`src/rtl/dit_frame_sched.sv`:
```
// dit_frame_sched: shares one dit FFT core between NCH sample sources.
// Grants whole N-sample frames round-robin, muxes the granted source onto the
// dit input, queues each frame's channel in a tag FIFO and labels the dit
// output stream with channel number and frame-start marker.
// Ports:
//   clk, rst_n                      clock, async active-low reset
//   in_req/in_data/in_nd            per-channel request, sample bus, valid
//   grant                           one-hot grant of the streaming channel
//   dit_in_data/dit_in_nd           sample and valid towards the dit core
//   dit_out_data/dit_out_nd         dit core result and valid
//   dit_error                       dit core error
//   out_data/out_nd/out_ch/out_first labelled result stream
//   error                           sticky error flag
module dit_frame_sched #(
  parameter int unsigned N      = 16,
  parameter int unsigned NLOG2  = 4,
  parameter int unsigned X_WDTH = 32,
  parameter int unsigned NCH    = 2,
  parameter int unsigned CHLOG2 = 1,
  parameter int unsigned TDEPTH = 4
) (
  input  logic                      clk,
  input  logic                      rst_n,
  input  logic [NCH-1:0]            in_req,
  input  logic [NCH*2*X_WDTH-1:0]   in_data,
  input  logic [NCH-1:0]            in_nd,
  output logic [NCH-1:0]            grant,
  output logic [2*X_WDTH-1:0]       dit_in_data,
  output logic                      dit_in_nd,
  input  logic [2*X_WDTH-1:0]       dit_out_data,
  input  logic                      dit_out_nd,
  input  logic                      dit_error,
  output logic [2*X_WDTH-1:0]       out_data,
  output logic                      out_nd,
  output logic [CHLOG2-1:0]         out_ch,
  output logic                      out_first,
  output logic                      error
);

  localparam int unsigned SW  = 2 * X_WDTH;
  localparam int unsigned TAW = $clog2(TDEPTH);

  typedef enum logic {IDLE, STREAM} state_e;

  state_e              state_q, state_d;
  logic [CHLOG2-1:0]   rr_ptr_q, rr_ptr_d;
  logic [CHLOG2-1:0]   gch_q, gch_d;
  logic [NCH-1:0]      grant_q, grant_d;
  logic [NLOG2-1:0]    in_cnt_q, in_cnt_d;
  logic [SW-1:0]       dit_in_data_q, dit_in_data_d;
  logic                dit_in_nd_q, dit_in_nd_d;
  logic [TAW-1:0]      wr_ptr_q, wr_ptr_d;
  logic [TAW-1:0]      rd_ptr_q, rd_ptr_d;
  logic [TAW:0]        tcnt_q, tcnt_d;
  logic [CHLOG2-1:0]   tag_mem_q [TDEPTH];
  logic [SW-1:0]       out_data_q, out_data_d;
  logic                out_nd_q, out_nd_d;
  logic [CHLOG2-1:0]   out_ch_q, out_ch_d;
  logic                out_first_q, out_first_d;
  logic [NLOG2-1:0]    out_cnt_q, out_cnt_d;
  logic                error_q, error_d;

  logic                pick_found;
  logic [CHLOG2-1:0]   pick_ch;
  logic [CHLOG2-1:0]   cand;
  logic [SW-1:0]       sel_data;
  logic                push, pop, fifo_full, fifo_empty;
  logic [CHLOG2-1:0]   tag_head;

  assign fifo_full  = (tcnt_q == (TAW+1)'(TDEPTH));
  assign fifo_empty = (tcnt_q == '0);
  assign tag_head   = tag_mem_q[rd_ptr_q];

  // Round-robin search: first requester at or after rr_ptr, wrapping round.
  always_comb begin : pick_proc
    pick_found = 1'b0;
    pick_ch    = '0;
    cand       = '0;
    for (int unsigned i = 0; i < NCH; i++) begin
      cand = CHLOG2'((32'(rr_ptr_q) + i) % NCH);
      if (!pick_found && in_req[cand]) begin
        pick_found = 1'b1;
        pick_ch    = cand;
      end
    end
  end

  // Granted channel's sample lane.
  always_comb begin : mux_proc
    sel_data = '0;
    for (int unsigned i = 0; i < NCH; i++) begin
      if (gch_q == CHLOG2'(i)) sel_data = in_data[i*SW +: SW];
    end
  end

  // Next-state and registered-output logic.
  always_comb begin : next_proc
    state_d       = state_q;
    rr_ptr_d      = rr_ptr_q;
    gch_d         = gch_q;
    grant_d       = grant_q;
    in_cnt_d      = in_cnt_q;
    dit_in_data_d = dit_in_data_q;
    dit_in_nd_d   = 1'b0;
    push          = 1'b0;

    case (state_q)
      IDLE: begin
        if (pick_found && !fifo_full) begin
          grant_d  = NCH'(1) << pick_ch;
          gch_d    = pick_ch;
          push     = 1'b1;
          rr_ptr_d = CHLOG2'((32'(pick_ch) + 32'd1) % NCH);
          in_cnt_d = '0;
          state_d  = STREAM;
        end
      end
      STREAM: begin
        if (in_nd[gch_q]) begin
          dit_in_data_d = sel_data;
          dit_in_nd_d   = 1'b1;
          in_cnt_d      = in_cnt_q + NLOG2'(1);
          // Grant drops on the edge that launches the last sample.
          if (in_cnt_q == NLOG2'(N - 1)) begin
            grant_d = '0;
            state_d = IDLE;
          end
        end
      end
      default: state_d = IDLE;
    endcase

    // Output labelling; an orphan result reports channel 0.
    out_data_d  = dit_out_data;
    out_nd_d    = dit_out_nd;
    out_ch_d    = fifo_empty ? '0 : tag_head;
    out_first_d = dit_out_nd && (out_cnt_q == '0);
    out_cnt_d   = dit_out_nd ? out_cnt_q + NLOG2'(1) : out_cnt_q;
    pop         = dit_out_nd && (out_cnt_q == NLOG2'(N - 1)) && !fifo_empty;

    wr_ptr_d = push ? wr_ptr_q + TAW'(1) : wr_ptr_q;
    rd_ptr_d = pop  ? rd_ptr_q + TAW'(1) : rd_ptr_q;
    case ({push, pop})
      2'b10:   tcnt_d = tcnt_q + (TAW+1)'(1);
      2'b01:   tcnt_d = tcnt_q - (TAW+1)'(1);
      default: tcnt_d = tcnt_q;
    endcase

    error_d = error_q | dit_error | (|(in_nd & ~grant_q)) |
              (dit_out_nd & fifo_empty);
  end

  // State register.
  always_ff @(posedge clk or negedge rst_n) begin
    if (!rst_n) begin
      state_q       <= IDLE;
      rr_ptr_q      <= '0;
      gch_q         <= '0;
      grant_q       <= '0;
      in_cnt_q      <= '0;
      dit_in_data_q <= '0;
      dit_in_nd_q   <= 1'b0;
      wr_ptr_q      <= '0;
      rd_ptr_q      <= '0;
      tcnt_q        <= '0;
      out_data_q    <= '0;
      out_nd_q      <= 1'b0;
      out_ch_q      <= '0;
      out_first_q   <= 1'b0;
      out_cnt_q     <= '0;
      error_q       <= 1'b0;
    end else begin
      state_q       <= state_d;
      rr_ptr_q      <= rr_ptr_d;
      gch_q         <= gch_d;
      grant_q       <= grant_d;
      in_cnt_q      <= in_cnt_d;
      dit_in_data_q <= dit_in_data_d;
      dit_in_nd_q   <= dit_in_nd_d;
      wr_ptr_q      <= wr_ptr_d;
      rd_ptr_q      <= rd_ptr_d;
      tcnt_q        <= tcnt_d;
      out_data_q    <= out_data_d;
      out_nd_q      <= out_nd_d;
      out_ch_q      <= out_ch_d;
      out_first_q   <= out_first_d;
      out_cnt_q     <= out_cnt_d;
      error_q       <= error_d;
    end
  end

  // Tag FIFO storage.
  always_ff @(posedge clk or negedge rst_n) begin
    if (!rst_n) begin
      for (int unsigned i = 0; i < TDEPTH; i++) tag_mem_q[i] <= '0;
    end else if (push) begin
      tag_mem_q[wr_ptr_q] <= pick_ch;
    end
  end

  assign grant       = grant_q;
  assign dit_in_data = dit_in_data_q;
  assign dit_in_nd   = dit_in_nd_q;
  assign out_data    = out_data_q;
  assign out_nd      = out_nd_q;
  assign out_ch      = out_ch_q;
  assign out_first   = out_first_q;
  assign error       = error_q;

endmodule

```
`config.mk`:
```
export PLATFORM = sky130hd
export DESIGN_NAME = dit_frame_sched
export DESIGN_NICKNAME = d
export VERILOG_FILES = /design/src/rtl/dit_frame_sched.sv
export SDC_FILE = /design/constraint.sdc
export NUM_CORES = 1
export LEC_CHECK = 0
export ABC_AREA = 1
export BUFFER_PORTS_ARGS = -buffer_cell sky130_fd_sc_hd__buf_2
export CAP_MARGIN = 20
export CORE_ASPECT_RATIO = 1.1
export CORE_MARGIN = 2
export CORE_UTILIZATION = 25
export CTS_BUF_LIST = sky130_fd_sc_hd__clkbuf_2 sky130_fd_sc_hd__clkbuf_4 sky130_fd_sc_hd__clkbuf_8
export DETAILED_ROUTE_END_ITERATION = 12
export SKIP_LAST_GASP = 1
export SYNTH_ARGS = -nofsm -noshare
export SYNTH_HDL_FRONTEND = slang
export SYNTH_SLANG_ARGS = --single-unit
```
`constraint.sdc`:
```
create_clock -name clk -period 6.2 [get_ports clk]
set_input_delay 0.62 -clock clk [delete_from_list [all_inputs] [get_ports clk]]
set_output_delay 0.62 -clock clk [all_outputs]
set_load 0.01 [all_outputs]
```
==> flow_metrics.py <==
metrics = {
    "global_routing": {
        "grt_max_degree": 90,
        "gr-total-overflow": 0,
        "grt_pass1_wl_mm": 26.4,
        "antenna_found_initial": 0,
        "grt.total_usage": 0.125,
        "grt_pass1_vias": 5212,
    },
    "floorplanning": {
        "rows": 60,
        "die_w_um": 155,
        "start_util": 0.256,
        "ios": 335,
        "die_y_um": 171,
        "die-area_mm2": 0.0265,
        "coreArea_mm2": 0.0246,
    },
    "logic_synthesis": {
        "synth_area_per_cell_um2": 8.95,
        "ys_seq_elements": 157,
        "seq_area_frac_synth": 0.624,
        "synth_cell_types": 23,
        "yosys_warnings": 0,
        "syn_area_mm2": 0.00630,
        "synth_fp_nets": 913,
        "synth_cells": 704,
    },
    "clocking": {
        "clockBufferDepth": 2,
        "cts_tree": "yes",
        "clk_pin_slew_worst_paths_ns": 0.10,
        "cts.hold.buffers_added": 0,
        "clockRootBuffer": "clkbuf_8",
        "cts_max_level": 4,
        "clk_latency_ns": 0.43,
        "cts-resized-gates": 0,
        "cts_buffers": 17,
        "cts_sinks": 157,
        "post-cts-setup-buffers": 0,
    },
    "layout": {
        "fin_area_mm2": 0.00865,
        "multiInputGateArea_mm2": 0.00190,
        "layout_commonest_cell": "buf_2",
        "fillers": 2588,
        "drive_above_1_share": 0.359,
        "final_cell_mix": "333 x buf_2, 301 x nand2_1, 156 x dfrtp_1",
        "final_nets": 1238,
        "ff_latch_area_mm2": 0.00393,
        "antennaDiodeCount": 0,
        "syn_to_final_growth_pct": 37.3,
    },
    "power_and_ir_drop": {
        "power_mw": 3.56,
        "p_leak_nw": 4.95,
        "ir_drop_mv": 0.148,
        "power_density_mw_per_mm2": 411,
    },
    "drt": {
        "routedLengthMet1_mm": 7.05,
        "route.top_layer_used": "met4",
        "drt-total-wl_mm": 16.6,
        "wl_per_cell_um": 12.3,
        "drc": 0,
        "wl_met2_mm": 8.39,
        "dr_wl_met3_mm": 1.01,
        "vias": 5504,
        "dr.pass1.iters": 4,
        "drtIter0Drc": 189,
        "avgViaCountPerCell": 4.07,
        "drtAntennaViolNets": 0,
    },
    "placed_design": {
        "placed_cell_area_mm2": 0.00824,
        "hpwl_mm": 12.4,
        "io_buffers": 334,
        "place.gp.congestion": 0.778,
    },
    "setup_path": {
        "crit_buf_inv": 1,
        "setup.worst_path.start_class": "flop",
        "cp_max_fo": 13,
        "crit_family": "simple AND/OR/NAND/NOR gates",
        "worstPathCellList": "nor2_1, nand2_1, nand3_1, ha_1, inv_1, fa_1, nor2_1, nor2_1, nand2_1, xor2_1",
        "cpPeakStageDelay_ns": 0.42,
        "slowest_stage": "dfrtp_1",
        "endpoint_kind": "flop",
        "crit_arrival_ns": 2.72,
        "cp.required_ns": 6.55,
        "crit_top_cell": "nor2_1",
        "critPathKind": "flop to flop",
    },
    "status": {
        "status": "complete, no violations",
    },
    "min_path": {
        "hold_class": "primary input to async pin",
    },
    "timing": {
        "skew_ns": 0.0131,
        "rsz0062_at_grt": "false",
        "worstMarginPinSlew_ns": 0.862,
        "finalHoldViolations": 0,
        "fin_crit_sh": 0.382,
        "fin_setup_tns_ns": 0,
        "finalCriticalPeriod_ns": 2.37,
        "setup_viol": 0,
        "slew_headroom": 0.425,
        "drv_slew": 0,
        "fmax_mhz": 422,
    },
    "run": {
        "cap_violations": 0,
    },
}
-- sequential cells by signal (all words and copies together), names as in the netlist, 2 cells and up --
signal       count
dit_in_data     64
out_data        64
in_cnt_q         4
out_cnt_q        4
tag_mem_q        4
tcnt_q           3
grant            2
rd_ptr_q         2
wr_ptr_q         2
-- synthesized netlist by cell type --
cell type    n  area, um^2
nand3b_1     1        7.51
a21boi_0     1        7.51
ha_1         8         100
nand3_1     12        60.1
nor2_1      15        56.3
nor3_1       2        10.0
a21oi_1      1        5.00
fa_1         1        20.0
o21ai_2      1        8.76
o21a_1       1        7.51
xnor2_1      2        17.5
nand4_1      9        56.3
dfrtp_1    157        3930
o211ai_1     1        7.51
inv_1       82         308
inv_2        1        3.75
clkbuf_1    14        52.6
nand2_2      1        6.26
xor2_1       6        52.6
buf_2       10        50.1
buf_4        8        60.1
nand2_1    301        1130
o21ai_0     69         345
-- final cells by class --
| cell class | count | area share |
|---|---|---|
| repair buffers | 338 | 0.197 |
| clock buffers | 18 | 0.0279 |
| flip-flops and latches | 157 | 0.455 |
| well taps | 310 | 0.0448 |
| multi-input cells | 432 | 0.219 |
| clock inverters | 14 | 0.0198 |
| inverters | 83 | 0.0360 |
-- metal layers --
layer  global-route usage  up-vias
li1                     -     2781
met1                0.153     2514
met2                0.220      199
met3               0.0339       10
met4               0.0267        0
met5                    0        -
-- power by group --
| part | leakage [nW] | switching [mW] | total, mW | internal (mW) |
|---|---|---|---|---|
| combinational | 2.85 | 0.763 | 1.23 | 0.463 |
| clock | 0.208 | 0.420 | 0.798 | 0.379 |
| sequential | 1.89 | 0.209 | 1.53 | 1.32 |
| total | 4.95 | 1.39 | 3.56 | 2.17 |
-- logic make-up after synthesis --
group	Yosys count	synth area share
AND/OR/NAND/NOR	341	0.210
XOR/XNOR	8	0.0111
AO/OA/AOI/OAI	74	0.0606
adder cells (fa/ha/maj)	9	0.0191
flip-flops	157	0.624
buffers and inverters	115	0.0753
-- worst paths after layout --
path	start	endpoint	slack, ns	cells past startpoint
max in group asynchronous	rst_n	dit_in_data[8]	4.58	2
hold / removal	rst_n	out_data[55]	0.24	1
min in group clk	dit_out_data[49]	out_data[49]	0.28	1
hold reg to reg	out_cnt_q[3]	out_first	0.43	1
setup reg to reg	tcnt_q[0]	tcnt_q[2]	3.83	10
setup / recovery	tcnt_q[0]	tcnt_q[2]	3.83	10
-- through the flow --
step	std cells	setup WS (ns)	hold slack (ns)	utilization
after global placement	1320	3.65	0.416	0.335
after global routing	1352	3.56	0.219	0.351
after floorplan	704	4.07	0.324	-
after CTS	1352	3.82	0.232	0.351
final	1352	3.83	0.244	0.351
after detailed placement	1320	3.60	0.428	0.335
Note: power is estimated with default switching activity, not from simulation.
